**src/rtl/cbus_rr_arbiter.sv**
```systemverilog
// cbus_rr_arbiter: shares one cache-line bus to memory among NUM_INPUTS
// cache-side requesters. One requester owns the bus from grant until its
// final beat (ready && last). Ownership then rotates to the requester after
// the previous owner. Requests pass through to memory combinationally, and
// responses return combinationally to the owner only.

package cbus_pkg;

    typedef struct packed {
        logic        valid;
        logic        is_write;
        logic [2:0]  size;
        logic [31:0] addr;
        logic [3:0]  strobe;
        logic [31:0] data;
        logic [3:0]  len;
    } cbus_req_t;

    typedef struct packed {
        logic        ready;
        logic        last;
        logic [31:0] data;
    } cbus_resp_t;

endpackage

module cbus_rr_arbiter
    import cbus_pkg::*;
#(
    parameter int NUM_INPUTS = 2
) (
    input  logic                          clk,
    input  logic                          resetn,
    input  cbus_req_t  [NUM_INPUTS-1:0]   ireqs,
    output cbus_resp_t [NUM_INPUTS-1:0]   iresps,
    output cbus_req_t                     oreq,
    input  cbus_resp_t                    oresp
);

    localparam int IDX_W = (NUM_INPUTS > 1) ? $clog2(NUM_INPUTS) : 1;

    typedef logic [IDX_W-1:0] idx_t;

    typedef enum logic {
        IDLE = 1'b0,
        BUSY = 1'b1
    } state_t;

    if (NUM_INPUTS < 2 || NUM_INPUTS > 8) begin : g_bad_num_inputs
        $error("cbus_rr_arbiter: NUM_INPUTS must be in the range 2..8");
    end

    state_t state;
    state_t state_nxt;
    idx_t   index;
    idx_t   index_nxt;
    idx_t   ptr;
    idx_t   ptr_nxt;
    idx_t   index_inc;
    idx_t   scan_idx;
    logic   scan_hit;

    // Successor of the current owner, wrapping explicitly so that
    // non-power-of-two requester counts return to 0 after NUM_INPUTS-1.
    assign index_inc = (index == idx_t'(NUM_INPUTS - 1)) ? '0 : index + idx_t'(1);

    // Find the first valid requester at or after ptr, modulo NUM_INPUTS.
    always_comb begin
        scan_hit = 1'b0;
        scan_idx = ptr;
        for (int o = 0; o < NUM_INPUTS; o++) begin
            int   c;
            idx_t cidx;
            c = int'(ptr) + o;
            if (c >= NUM_INPUTS) begin
                c = c - NUM_INPUTS;
            end
            cidx = idx_t'(c);
            if (!scan_hit && ireqs[cidx].valid) begin
                scan_hit = 1'b1;
                scan_idx = cidx;
            end
        end
    end

    // Next-state logic: grant from IDLE, and release only on the final beat.
    always_comb begin
        state_nxt = state;
        index_nxt = index;
        ptr_nxt   = ptr;
        case (state)
            IDLE: begin
                if (scan_hit) begin
                    state_nxt = BUSY;
                    index_nxt = scan_idx;
                end
            end
            BUSY: begin
                // The owner keeps the bus even if its valid drops; only the
                // final beat releases it.
                if (oresp.ready && oresp.last) begin
                    state_nxt = IDLE;
                    ptr_nxt   = index_inc;
                end
            end
            default: begin
                state_nxt = IDLE;
            end
        endcase
    end

    // Output routing: the owner's request goes to memory, and the memory
    // response goes to the owner. Everything else is zero. oreq depends only
    // on registered state and ireqs.
    always_comb begin
        oreq   = '0;
        iresps = '0;
        if (state == BUSY) begin
            oreq          = ireqs[index];
            iresps[index] = oresp;
        end
    end

    // State, owner and round-robin pointer registers with synchronous reset.
    always_ff @(posedge clk) begin
        if (!resetn) begin
            state <= IDLE;
            index <= '0;
            ptr   <= '0;
        end else begin
            state <= state_nxt;
            index <= index_nxt;
            ptr   <= ptr_nxt;
        end
    end

endmodule
```
**config.mk**
```make
export PLATFORM = sky130hd
export DESIGN_NAME = cbus_rr_arbiter
export DESIGN_NICKNAME = d
export VERILOG_FILES = /design/src/rtl/cbus_rr_arbiter.sv
export SDC_FILE = /design/constraint.sdc
export NUM_CORES = 1
export LEC_CHECK = 0
export ABC_CLOCK_PERIOD_IN_PS = 3000
export CORE_AREA = 2 2 131 133
export CTS_CLUSTER_DIAMETER = 50
export CTS_CLUSTER_SIZE = 8
export DETAILED_ROUTE_END_ITERATION = 10
export DIE_AREA = 0 0 133 135
export GPL_TIMING_DRIVEN = 0
export PLACE_DENSITY = 0.61
export SLEW_MARGIN = 20
export SYNTH_ARGS = -nofsm -noshare
export SYNTH_HDL_FRONTEND = slang
export SYNTH_SLANG_ARGS = --single-unit
```
**constraint.sdc**
```tcl
create_clock -name clk -period 3 [get_ports clk]
set_clock_uncertainty 0.05 [all_clocks]
set_input_delay 0.6 -clock clk [delete_from_list [all_inputs] [get_ports clk]]
set_output_delay 0.6 -clock clk [all_outputs]
set_load 0.02 [all_outputs]
```
* Yosys cells after proc, flatten, opt, wreduce, memory -nomap -nowiden
Index checks and enable logic that the tools add are counted.
** Word-level totals
- Bits in registers :: 3
** Operators by class
- Mux-type cells :: 20
- Magnitude comparators :: 6
- Reduce and logical (&&, ||, !) cells :: 6
- Add/subtract/negate cells :: 4
- Bitwise operators :: 2
** Operators with widths (count)
- 77-bit 2-to-1 mux :: 7
- 68-bit bitwise AND :: 1
- 68-bit 2-to-1 mux :: 1
- 34-bit demux with 1-bit select :: 1
- 34-bit 2-to-1 mux :: 1
- 1-bit 2-to-1 mux :: 9
- 1-bit by 2-bit < comparator with 1-bit output (second input constant) :: 3
- 2-bit AND reduction :: 2
- 1-bit logical AND :: 3
- 1-bit by 1-bit adder with 2-bit output (second input constant) :: 1
- 1-bit by 2-bit >= comparator with 1-bit output (second input constant) :: 1
- 2-bit >= comparator (second input constant) :: 1
- 1-bit case mux with 2 select lines :: 1
- 1-bit subtractor (second input constant) :: 2
- 1-bit adder (second input constant) :: 1
- 1-bit >= comparator (second input constant) :: 1
- 1-bit zero test :: 1
- 1-bit NOT :: 1

* Longest topological paths before layout
Gate-level depths: netlist of the first run.
- Word-level depth :: 10
- Gate-level depth with buffers :: 5
- Gate-level depth less buffers :: 3

* Least setup slack after synthesis of the first run
No wires, ideal clock.
- Path kind :: reg-to-output
- Start :: register index
- End :: output oreq[30] (netlist bit)
- Cell stages (with the launch flop) :: 6
- Arrival :: 1097 ps
- Slack :: 1253 ps
- Cell sequence :: dfxtp_1 buf_4 buf_12 buf_12 mux2i_1 nor2_1
** RTL lines
- start: declaration :: RTL line 55 : idx_t index;
- start signal: assignment :: RTL line 132 : index <= index_nxt;
- end: declaration :: RTL line 36 : output cbus_req_t oreq,

==> flow_summary_export.csv, run 1 <==
group,metric,value,unit
outcome,status,"completed",
pwr,swShare,37.0,%
clocking,cts_setup_buffers,0,
logic_synthesis,yosysSeqAreaShare,3.26,%
floorplan,core_area,16400,um2
logic_synthesis,ys_ff_latch,3,
finish,final_cell_mix,"clkdlybuf4s50_1 (334), mux2i_1 (77), nor2_1 (77)",
job,cap_viol_max_count,0,
logic_synthesis,synth_top_cell_by_area,"mux2i_1",
floorplan,num_rows,47,
timing,fin_crit,2.83,ns
timing,max_freq,0.353,GHz
logic_synthesis,avgSynthCellArea,6.88,um2
detailed_routing,ant_nets,0,
clocking,cts_buffer_depth,2,
pwr,finalPower,1.17,mW
pwr,p_int,739,uW
floorplan,initial_core_util,11.2,%
pwr,powerDensity,212,nW/um2
timing,timing.final.crit_share,94.4,%
detailed_routing,drc,0,
floorplan,ios,335,
pwr,power.switching,434,uW
worst_setup_path,cp.required,2.35,ns
timing,fin_hold_ws,0.390,ns
global_route,antenna_found_initial,0,
detailed_routing,dr.max_layer_used,"met4",
detailed_routing,routed-wl-met2,6630,um
finish,antenna_cells,0,
floorplan,fp.dieW,133,um
worst_setup_path,cp-start-kind,"flop",
worst_hold_path,hold_class,"reg2reg",
detailed_routing,route.met3.wl,1060,um
finish,layout_commonest_cell,"clkdlybuf4s50_1",
clocking,htreeDepth,1,
clocking,clock-sinks,3,
worst_setup_path,crit_chain,"buf_4, inv_2, clkbuf_1, and3_1, clkdlybuf4s50_1",
logic_synthesis,yosysWarnings,0,
placed_design,io_buffers,334,
floorplan,fp.dieH,135,um
detailed_routing,dr.first_iter.drc_count,62,
global_route,grt_pass1_wl,18300,um
finish,drive_above_1_share,3.80,%
pwr,p_comb_share,78.4,%
clocking,cts_resized,0,
detailed_routing,routedLengthMet1,5020,um
pwr,max-vdd-ir-drop,118,uV
clocking,cts_buffers,3,
detailed_routing,post_drt_wl_per_cell,15.4,um
floorplan,die_area,18000,um2
clocking,path_clk_slew,0.03,ns
timing,tightest_slew,0.575,ns
pwr,p_clk_share,17.9,%
timing,rsz0062_at_grt,"no",
detailed_routing,drt-pass1-iter-count,4,
logic_synthesis,ys_top_cells_by_area,"mux2i_1 (42%), and3_1 (23%), nor2_1 (16%)",
logic_synthesis,synth_top_area_share,41.8,%
timing,setup_viol_count_final,0,
logic_synthesis,post_synth_num_cell_types,18,
pwr,p_seq_share,3.7,%
timing,maxSlewHeadroom,61.7,%
finish,finalInstanceArea,5540,um2
placed_design,dpl_cell_area,5460,um2
logic_synthesis,syn_area,1840,um2
global_route,grt_pass1_vias,3291,
clocking,cts_root_buf,"clkbuf_16",
global_route,grt_max_degree,11,
worst_setup_path,slowest_stage,"clkdlybuf4s50_1",
placed_design,dp_hpwl,10700,um
worst_setup_path,endpoint_kind,"output port",
clocking,insertion_delay,0.22,ns
detailed_routing,drt-total-wl,12800,um
timing,slew_viol_final,0,
worst_setup_path,path_class,"reg2out",
worst_setup_path,max_stage_delay,0.62,ns
logic_synthesis,synthCells,268,
detailed_routing,via_count,3172,
placed_design,place.gp.congestion,0.720,
pwr,leakage,2.20,nW
finish,area_delta_synth_final,200,%
finish,nets,797,
timing,fin_setup_tns,0,ns
clocking,hold_buffers,0,
logic_synthesis,syn-num-nets,458,
global_route,grt.overflow.total,0,
worst_setup_path,crit_arrival,2.18,ns
detailed_routing,avgViaCountPerCell,3.84,
timing,hold_viol_final,0,
global_route,grt_usage,13.0,%
worst_setup_path,path_max_fanout,10,
clocking,cts_tree,"built",
[routing by layer]
metal  track usage, %  up-vias
met5                0        -
met4             1.43        0
met3             3.72        2
met2             24.6      164
met1             14.9     1399
li1                 -     1607
[power groups by stage]
stage                     Clock [mW]  Sequential (mW)  Combinational, mW
after floorplan                    0           0.0440              0.384
after global placement             0           0.0441              0.926
after detailed placement           0           0.0442              0.926
after CTS                      0.214           0.0436              0.931
after global routing           0.221           0.0438              0.976
final                          0.210           0.0436              0.919
[path summary, 6_finish.rpt]
path / start / endpoint / slack, ns / depth (start not counted)
setup / recovery: index$_SDFFE_PN0P_ / iresps[15] / 0.17 / 5
hold / removal: ptr$_SDFFE_PN0P_ / ptr$_SDFFE_PN0P_ / 0.39 / 2
setup reg to reg: state$_SDFF_PN0_ / index$_SDFFE_PN0P_ / 1.84 / 5
hold reg to reg: ptr$_SDFFE_PN0P_ / ptr$_SDFFE_PN0P_ / 0.39 / 2
[state kept, by name, summed over array words and instances, names as in the netlist]
signal	count
ptr	1
state	1
index	1
[cells in the mapped netlist]
master    count
mux2i_1      77
nor2_1       77
and3_1       68
clkbuf_1     14
buf_4         6
buf_12        5
buf_2         3
clkbuf_2      3
dfxtp_1       3
inv_1         2
inv_2         2
o21ai_0       2
a21boi_1      1
a21oi_1       1
buf_6         1
nand3_1       1
o211ai_1      1
o311a_1       1
[worst max-delay path: cells and delay by family (launching register included)]
| family | cells | cell delay [ns] |
|---|---|---|
| AND/OR/NAND/NOR | 1 | 0.25 |
| flip-flops | 1 | 0.29 |
| buffers and inverters | 4 | 1.42 |
[cell type report]
| type | instances | area, um2 |
|---|---|---|
| multi-input combinational | 229 | 1530 |
| buffer | 32 | 239 |
| timing repair buffer | 334 | 3340 |
| clock buffer | 4 | 78.8 |
| inverter | 4 | 15.0 |
| sequential | 3 | 60.1 |
| fill | 1714 | 10900 |
| tap | 220 | 275 |
[stage by stage]
step                std cells  utilization (%)  worst slack (ns)
finish                    826             33.8             0.169
global route              826             33.8            0.0211
CTS                       826             33.8            0.0511
detailed placement        822             33.3             0.286
global placement          822             33.3             0.297
floorplan                 268                -              1.25
[cells by family (layout without fill, tap and decap cells)]
logic type             Yosys count  in the layout  share of synthesized area (%)
muxes                           77             77                           41.8
AOI/OAI and AO/OA                6              6                           2.17
and+or+nand+nor                146            146                           39.0
buffers and inverters           36            374                           13.8
DFF                              3              3                           3.26
(Power assumes the default switching activity.)
==> inputs of run 2 (changes only) <==
==> config.mk (replaced) <==
export PLATFORM = sky130hd
export DESIGN_NAME = cbus_rr_arbiter
export DESIGN_NICKNAME = d
export VERILOG_FILES = /design/src/rtl/cbus_rr_arbiter.sv
export SDC_FILE = /design/constraint.sdc
export NUM_CORES = 1
export LEC_CHECK = 0
export ABC_CLOCK_PERIOD_IN_PS = 2600
export CORE_AREA = 2 2 128 130
export CTS_CLUSTER_DIAMETER = 50
export CTS_CLUSTER_SIZE = 8
export DETAILED_ROUTE_END_ITERATION = 10
export DIE_AREA = 0 0 130 132
export GPL_TIMING_DRIVEN = 0
export PLACE_DENSITY = 0.64
export SYNTH_ARGS = -nofsm -noshare
export SYNTH_HDL_FRONTEND = slang
export SYNTH_SLANG_ARGS = --single-unit
==> constraint.sdc (replaced) <==
create_clock -name clk -period 2.6 [get_ports clk]
set_clock_uncertainty 0.05 [all_clocks]
set_input_delay 0.52 -clock clk [delete_from_list [all_inputs] [get_ports clk]]
set_output_delay 0.52 -clock clk [all_outputs]
set_load 0.02 [all_outputs]
==> run 2 against run 1 <==
Compared with the run above: register-to-register slack got worse by 0.41 ns; first-iteration DRC count shrank 31%; setup slack got worse by 0.051 ns; sequential share of layout area about the same; global-route usage increased by 0.19 points; design area hardly changed; wire length down 3.5%; cell count shrank 0.61%.
==> flow_summary_export.csv, run 2 (synthesis results as in run 1) <==
group,metric,value,unit
pwr,max-vdd-ir-drop,178,uV
detailed_routing,ant_nets,0,
worst_hold_path,hold_class,"reg2reg",
floorplan,core_area,15700,um2
finish,drive_above_1_share,4.30,%
placed_design,io_buffers,334,
detailed_routing,drt-total-wl,12300,um
clocking,clock-sinks,3,
floorplan,num_rows,46,
timing,setup_viol_count_final,0,
worst_setup_path,cp.required,2.03,ns
detailed_routing,via_count,3205,
worst_setup_path,critPathMostFrequentCell,"buf_4",
floorplan,ios,335,
timing,fin_setup_tns,0,ns
timing,hold_viol_final,0,
detailed_routing,avgViaCountPerCell,3.90,
floorplan,initial_core_util,11.7,%
clocking,path_clk_slew,0.03,ns
finish,antenna_cells,0,
worst_setup_path,endpoint_kind,"output port",
clocking,hold_buffers,0,
global_route,grt_pass1_vias,3295,
job,cap_viol_max_count,0,
finish,area_delta_synth_final,200,%
floorplan,fp.dieH,132,um
worst_setup_path,path_buf_inv,5,
worst_setup_path,path_delay_family,"buffers and inverters",
floorplan,fp.dieW,130,um
timing,fin_crit,2.48,ns
clocking,htreeDepth,1,
clocking,cts_tree,"built",
worst_setup_path,cp-start-kind,"flop",
placed_design,dp_hpwl,10700,um
floorplan,die_area,17200,um2
worst_setup_path,path_class,"reg2out",
global_route,grt_pass1_wl,17700,um
worst_setup_path,path_max_fanout,10,
clocking,cts_root_buf,"clkbuf_16",
detailed_routing,drc,0,
finish,finalInstanceArea,5540,um2
detailed_routing,drt-pass1-iter-count,4,
timing,rsz0062_at_grt,"no",
clocking,insertion_delay,0.22,ns
global_route,grt_max_degree,18,
timing,max_freq,0.403,GHz
timing,tightest_slew,0.468,ns
worst_setup_path,crit_chain,"buf_4, inv_2, buf_4, buf_2, nor2_1, clkdlybuf4s50_1",
timing,timing.final.crit_share,95.5,%
clocking,cts_resized,2,
worst_setup_path,slowest_stage,"clkdlybuf4s50_1",
placed_design,place.gp.congestion,0.747,
global_route,grt.overflow.total,0,
global_route,grt_usage,13.2,%
outcome,status,"completed",
worst_setup_path,max_stage_delay,0.62,ns
finish,fill_cells,1657,
pwr,powerDensity,244,nW/um2
finish,final_cell_mix,"clkdlybuf4s50_1 (334), mux2i_1 (77), nor2_1 (77)",
clocking,cts_buffer_depth,2,
clocking,cts_buffers,3,
global_route,antenna_found_initial,0,
timing,maxSlewHeadroom,68.8,%
pwr,finalPower,1.35,mW
clocking,cts_setup_buffers,0,
worst_setup_path,crit_arrival,1.91,ns
pwr,leakage,2.20,nW
finish,nets,796,
detailed_routing,dr.first_iter.drc_count,43,
timing,slew_viol_final,0,
placed_design,dpl_cell_area,5460,um2
detailed_routing,post_drt_wl_per_cell,15.0,um
finish,layout_commonest_cell,"clkdlybuf4s50_1",
finish,top_regs,"index x1, ptr x1, state x1",
## run 2: changes by cell type in the layout (fill, tap and decap cells not counted)
cell      previous run  this run
clkbuf_1            15        10
clkbuf_2             3         4
clkinv_2             0         1
inv_2                2         1
buf_2                3         4
clkbuf_4             0         1
buf_1                0         1
## run 2: final timing paths
path                          from  slack, ns  cells after the start                  to
hold / removal    ptr$_SDFFE_PN0P_       0.40                      2    ptr$_SDFFE_PN0P_
setup reg to reg  state$_SDFF_PN0_       1.43                      5  index$_SDFFE_PN0P_
setup / recovery  state$_SDFF_PN0_       0.12                      6            oreq[60]
hold reg to reg   ptr$_SDFFE_PN0P_       0.40                      2    ptr$_SDFFE_PN0P_
## run 2: worst min-delay path, cell delays in order (launching register included)
cell and delay, ns:
dfxtp_1 0.30, inv_1 0.05, a21oi_1 0.05
## run 2: through the flow
step | std cells | worst slack (ns) | hold WS (ns) | utilization (%)
final | 821 | 0.118 | 0.400 | 35.3
after global routing | 821 | 0.00451 | 0.437 | 35.3
after CTS | 821 | 0.0121 | 0.402 | 35.2
after detailed placement | 818 | 0.0992 | 0.397 | 34.7
after global placement | 818 | 0.0895 | 0.391 | 34.7
after floorplan | 268 | 0.933 | 0.373 | -
## run 2: layout make-up
cell class | count | area [um2] | area share (%)
Multi-Input combinational cell | 229 | 1530 | 27.6
Timing Repair Buffer | 334 | 3340 | 60.3
Inverter | 4 | 16.3 | 0.294
Sequential cell | 3 | 60.1 | 1.08
Clock buffer | 4 | 78.8 | 1.42
Buffer | 31 | 241 | 4.36
Tap cell | 216 | 270 | 4.88
## run 2: per-layer routing
layer  GRT usage, %  routed length (um)  share of wire, %  vias to the layer above
met5              0                   0                 0                        -
met4           2.87                 144               1.2                        0
met3           3.53                1250                10                       11
met2           25.0                6250                51                      189
met1           14.4                4660                38                     1399
li1               -                   -                 -                     1606
## run 2: where the power goes
| part | internal (mW) | switching, mW | total [mW] |
|---|---|---|---|
| Sequential | 0.0495 | 0.000837 | 0.0503 |
| Clock | 0.202 | 0.0433 | 0.246 |
| Combinational | 0.602 | 0.454 | 1.06 |
